**src/rtl/logic_gate_pkg.sv**
```systemverilog
// Shared gate codes and evaluation helpers for the board-demo logic unit.
package logic_gate_pkg;

  localparam int unsigned MODE_W     = 3;
  localparam int unsigned MODE_COUNT = 6;

  typedef enum logic [MODE_W-1:0] {
    MODE_AND  = 3'd0,
    MODE_OR   = 3'd1,
    MODE_XOR  = 3'd2,
    MODE_NAND = 3'd3,
    MODE_NOR  = 3'd4,
    MODE_XNOR = 3'd5
  } gate_mode_e;

  function automatic logic gate_eval(gate_mode_e mode, logic a, logic b);
    logic y;
    case (mode)
      MODE_AND:  y = a & b;
      MODE_OR:   y = a | b;
      MODE_XOR:  y = a ^ b;
      MODE_NAND: y = ~(a & b);
      MODE_NOR:  y = ~(a | b);
      MODE_XNOR: y = ~(a ^ b);
      default:   y = a & b;
    endcase
    return y;
  endfunction

  // Stray codes 6-7 fall back to AND on the next advance.
  function automatic gate_mode_e nextMode(gate_mode_e mode);
    if (int'(mode) >= int'(MODE_COUNT) - 1)
      return MODE_AND;
    return gate_mode_e'(mode + 3'd1);
  endfunction

endpackage

```
**src/rtl/logic_gate_unit_switch_debounce.sv**
```systemverilog
// Per-bit synchroniser plus counter debouncer for an asynchronous raw input.
module switch_debounce #(
  parameter int unsigned SYNC_STAGES     = 2,
  parameter int unsigned DEBOUNCE_CYCLES = 1000000
) (
  input  logic clk,
  input  logic rst,
  input  logic raw,
  output logic stable,
  output logic rise
);

  localparam int unsigned CNT_W = $clog2(DEBOUNCE_CYCLES + 1);

  logic [SYNC_STAGES-1:0] syncQ;
  logic [CNT_W-1:0]       cnt;
  logic                   level;

  assign level = syncQ[SYNC_STAGES-1];

  // Accepting at DEBOUNCE_CYCLES-1 makes the counter's next value DEBOUNCE_CYCLES on that edge.
  always_ff @(posedge clk or posedge rst) begin
    if (rst) begin
      syncQ  <= '0;
      stable <= 1'b0;
      cnt    <= '0;
      rise   <= 1'b0;
    end else begin
      syncQ <= {syncQ[SYNC_STAGES-2:0], raw};
      rise  <= 1'b0;
      if (level == stable) begin
        cnt <= '0;
      end else if (cnt == CNT_W'(DEBOUNCE_CYCLES - 1)) begin
        stable <= level;
        cnt    <= '0;
        rise   <= level;
      end else begin
        cnt <= cnt + 1'b1;
      end
    end
  end

endmodule

```
**src/rtl/logic_gate_unit.sv**
```systemverilog
// Registered bitwise logic unit: debounced operands, push-button gate select, LED result.
module logic_gate_unit
  import logic_gate_pkg::*;
#(
  parameter int unsigned WIDTH           = 1,
  parameter int unsigned SYNC_STAGES     = 2,
  parameter int unsigned DEBOUNCE_CYCLES = 1000000
) (
  input  logic             clk,
  input  logic             rst,
  input  logic [WIDTH-1:0] A,
  input  logic [WIDTH-1:0] B,
  input  logic             btn_mode,
  input  logic             en,
  output logic [WIDTH-1:0] out_y,
  output logic [2:0]       mode,
  output logic             mode_strobe
);

  logic [WIDTH-1:0] aDb, bDb, gateY;
  logic [WIDTH-1:0] aRiseUnused, bRiseUnused;
  logic             btnStableUnused, btnRise;
  gate_mode_e       modeQ, modeNext;

  for (genvar i = 0; i < WIDTH; i++) begin : gOperand
    switch_debounce #(
      .SYNC_STAGES     (SYNC_STAGES),
      .DEBOUNCE_CYCLES (DEBOUNCE_CYCLES)
    ) uDbA (
      .clk    (clk),
      .rst    (rst),
      .raw    (A[i]),
      .stable (aDb[i]),
      .rise   (aRiseUnused[i])
    );
    switch_debounce #(
      .SYNC_STAGES     (SYNC_STAGES),
      .DEBOUNCE_CYCLES (DEBOUNCE_CYCLES)
    ) uDbB (
      .clk    (clk),
      .rst    (rst),
      .raw    (B[i]),
      .stable (bDb[i]),
      .rise   (bRiseUnused[i])
    );
  end

  switch_debounce #(
    .SYNC_STAGES     (SYNC_STAGES),
    .DEBOUNCE_CYCLES (DEBOUNCE_CYCLES)
  ) uDbBtn (
    .clk    (clk),
    .rst    (rst),
    .raw    (btn_mode),
    .stable (btnStableUnused),
    .rise   (btnRise)
  );

  always_ff @(posedge clk or posedge rst) begin
    if (rst) begin
      modeQ       <= MODE_AND;
      mode_strobe <= 1'b0;
    end else begin
      modeQ       <= modeNext;
      mode_strobe <= btnRise;
    end
  end

  always_comb begin
    modeNext = modeQ;
    if (btnRise)
      modeNext = nextMode(modeQ);
  end

  always_comb begin
    mode = modeQ;
  end

  always_comb begin
    gateY = '0;
    for (int unsigned i = 0; i < WIDTH; i++)
      gateY[i] = gate_eval(modeQ, aDb[i], bDb[i]);
  end

  // Uses the pre-edge mode, so a simultaneous mode advance takes effect one edge later.
  always_ff @(posedge clk or posedge rst) begin
    if (rst)
      out_y <= '0;
    else if (en)
      out_y <= gateY;
  end

endmodule

```
**config.mk**
```make
export PLATFORM = sky130hd
export DESIGN_NAME = logic_gate_unit
export DESIGN_NICKNAME = d
export VERILOG_FILES = /design/src/rtl/logic_gate_pkg.sv /design/src/rtl/logic_gate_unit_switch_debounce.sv /design/src/rtl/logic_gate_unit.sv
export SDC_FILE = /design/constraint.sdc
export NUM_CORES = 1
export LEC_CHECK = 0
export CAP_MARGIN = 30
export CORE_ASPECT_RATIO = 1.75
export CORE_MARGIN = 2
export CORE_UTILIZATION = 54
export CTS_BUF_LIST = sky130_fd_sc_hd__clkbuf_16
export CTS_CLUSTER_SIZE = 25
export DETAILED_ROUTE_END_ITERATION = 7
export PLACE_DENSITY_LB_ADDON = 0.12
export REMOVE_ABC_BUFFERS = 1
export SLEW_MARGIN = 20
export SYNTH_ARGS = -nofsm -noshare
export SYNTH_HDL_FRONTEND = slang
export SYNTH_SLANG_ARGS = --single-unit
```
**constraint.sdc**
```tcl
create_clock -name clk -period 2.35 [get_ports clk]
set_input_delay 0.3525 -clock clk [delete_from_list [all_inputs] [get_ports clk]]
set_output_delay 0.3525 -clock clk [all_outputs]
set_load 0.01 [all_outputs]
```
==> results.cfg <==
[critical_path]
worstPathRequired_ps = 2610
cpMaxStageDelayCell = or4b_4
critPathTopFamily = simple AND/OR/NAND/NOR gates
crit_fanout = 8
crit_path_end_kind = flop
path_buf_inv = 0
cp-start-kind = flop
arrival_ps = 2150
crit_chain = nand4_4, or3_1, or4b_4, a21oi_2
max_stage_delay_ps = 550
criticalPathCategory = reg -> reg

[finish]
final_nets = 406
layout-drive-gt1-share_pct = 8.44
syn_to_final_growth_pct = 12.5
instances_no_fill = 475
antennaDiodeCount = 0

[sta]
max_freq_mhz = 530
worstMarginPinSlew_ps = 652
finalHoldViolCount = 0
drv_slew = 0
skew_ps = 5.49
relSlewSlack_pct = 56.1
rsz0062_at_grt = false
tns_ps = 0
fin_crit_sh_pct = 80.3
setup_viol_count_final = 0
post-route-min-period_ps = 1890

[placed_design]
dpl.hpwl_um = 4870
portBuffers = 10
placed_cells = 463
place_congestion = 0.842

[yosys]
synth_top_area_cell = dfrtp_1
synthTopCellsByCount = 75 x dfrtp_1, 45 x nor2_1, 29 x nand3_1, 21 x xnor2_1, 20 x xor2_1
synthAdderAreaFrac_pct = 3.34
yosys.area_share.simple_pct = 24.7
syn_avg_cell_area_um2 = 10.1
synth_top_area_share_pct = 50.1
synth_compound_area_share_pct = 8.38
yosysSeqAreaShare_pct = 50.1
synthMuxAreaShare_pct = 1.17
synth_cells = 370
synth_edf_count = 0
synth_ff_type = dfrtp_1
synth_top_family_by_area = simple AND/OR/NAND/NOR gates
ys_types = 43
yosysWarnings = 0
yosysMostFrequentCell = dfrtp_1
netlist_area_um2 = 3750
postSynth.asyncResetShare_pct = 100
synth_seq_cells = 75
synth_xor_area_share_pct = 9.58
synth_area_leaders = dfrtp_1 50%, xnor2_1 4.9%, xor2_1 4.7%

[power]
p_seq_share_pct = 52.0
p_per_area_nw_per_um2 = 606
swShare_pct = 20.9
switchingPower_w = 0.000534
combinationalPowerShare_pct = 3.5
pwr-share-clk_pct = 44.5
internal_power_w = 0.00202
p_leak_nw = 1.71
ir_drop_mv = 0.418

[grt]
grt_pass1_vias = 2840
grt_max_degree = 76
grt_antenna_before_repair = 0
grt_remaining_overflow = 0
grt_use_total_pct = 21.5
grt_pass1_wl_um = 12700

[die]
die_h_um = 114
start_util_pct = 55.1
die_area_um2 = 7650
core_um2 = 6810
die_w_um = 67.0
fp-row-count = 40
top_level_ports = 11

[clocking]
cts_made_buffers = 9
cts_tree = yes
cts.sinks = 75
post_cts_buffers = 0
worstSkewPairLatency_ps = 330
clk_pin_slew_ps = 50
htreeDepth = 3
clock-root-buffer = clkbuf_16
clk_path_buf_depth = 2
cts-resized-gates = 0
holdBufCountCts = 0

[routing]
wl_um = 7050
vias_per_cell = 5.86
post-route-drc-count = 0
first_iter_violations = 214
dr.pass1.iters = 4
routedWlPerCell_um = 14.8
antenna_left = 0
via_count = 2782

[flow_run]
maxCapViolations = 0

[min_path]
hold_path_class = reg -> reg

[outcome]
status = completed
flip-flops by register name (all words and copies together), names as in the netlist, 2 cells and up:
signal / flops
gOperand.uDbA.cnt: 20
gOperand.uDbB.syncQ: 2
mode: 3
uDbBtn.syncQ: 2
gOperand.uDbB.cnt: 20
uDbBtn.cnt: 20
gOperand.uDbA.syncQ: 2
kinds of logic after synthesis:
| logic type | after synthesis |
|---|---|
| flip-flops | 75 |
| XOR/XNOR | 41 |
| AO/OA/AOI/OAI | 44 |
| AND/OR/NAND/NOR | 170 |
| multiplexers | 4 |
| buffers and inverters | 26 |
| adder cells (fa/ha/maj) | 10 |
final cells by class:
| cell class | instances | area (µm²) |
|---|---|---|
| clock inverters | 3 | 12.5 |
| clock buffers | 9 | 225 |
| flip-flops and latches | 75 | 1880 |
| inverters | 19 | 71.3 |
| well taps | 84 | 105 |
| fillers | 612 | 2590 |
| repair buffers | 16 | 158 |
| multi-input cells | 269 | 1770 |
cells in the final DEF, fill, tap and decap left out, types with 3 or more instances in the layout:
| cell type | instances |
|---|---|
| a21bo_2 | 3 |
| a21oi_1 | 15 |
| and2_1 | 5 |
| and3_1 | 7 |
| and4_1 | 3 |
| buf_4 | 5 |
| clkbuf_16 | 9 |
| clkdlybuf4s50_1 | 10 |
| dfrtp_1 | 75 |
| ha_1 | 10 |
| inv_1 | 20 |
| mux2_2 | 3 |
| nand2_1 | 16 |
| nand3_1 | 29 |
| nand4_1 | 15 |
| nor2_1 | 45 |
| nor3_1 | 10 |
| nor4_1 | 13 |
| o21ai_0 | 10 |
| o22ai_1 | 3 |
| o31ai_1 | 3 |
| or3_1 | 8 |
| or4_1 | 5 |
| xnor2_1 | 21 |
| xor2_1 | 20 |
final timing paths:
kind                       cells after the start             from                  endpoint  slack [ps]
max                                            4    uDbBtn.cnt[7]            uDbBtn.cnt[17]         460
min                                            0  uDbBtn.syncQ[0]           uDbBtn.syncQ[1]         350
max reg2reg                                    4    uDbBtn.cnt[7]            uDbBtn.cnt[17]         460
min reg2reg                                    0  uDbBtn.syncQ[0]           uDbBtn.syncQ[1]         350
max in group asynchronous                      3              rst  gOperand[0].uDbB.cnt[16]        1620
min in group asynchronous                      3              rst           uDbBtn.syncQ[1]         440
worst reg2reg max path, stage by stage, from the launching register on:
cell	delay (ps)
dfrtp_1	490
nand4_4	160
or3_1	490
or4b_4	550
a21oi_2	130
routing by layer:
layer | GRT usage [%] | vias up | wire length, µm
met3 | 4.23 | 20 | 171
met4 | 10.2 | 0 | 223
met1 | 24.8 | 1360 | 2850
li1 | - | 1357 | -
met2 | 37.4 | 45 | 3810
met5 | 0 | - | 0
power groups by stage:
| stage | Combinational, W | Sequential [W] | Clock, W |
|---|---|---|---|
| floorplan | 0.0000552 | 0.00135 | 0 |
| global placement | 0.0000894 | 0.00135 | 0 |
| detailed placement | 0.0000925 | 0.00135 | 0 |
| CTS | 0.0000921 | 0.00133 | 0.00117 |
| global route | 0.000105 | 0.00133 | 0.00122 |
| finish | 0.0000886 | 0.00133 | 0.00114 |
through the flow:
step                util [%]  instance area (µm²)  power (W)  hold slack, ps  setup slack (ps)
floorplan                  -                 3720    0.00140             331              87.5
global placement        58.5                 3980    0.00144             334               533
detailed placement      58.5                 3980    0.00144             339               470
CTS                     61.9                 4220    0.00259             351               469
global route            61.9                 4220    0.00266             364               346
finish                  61.9                 4220    0.00256             347               463
Power figures use the tool's default switching activity.
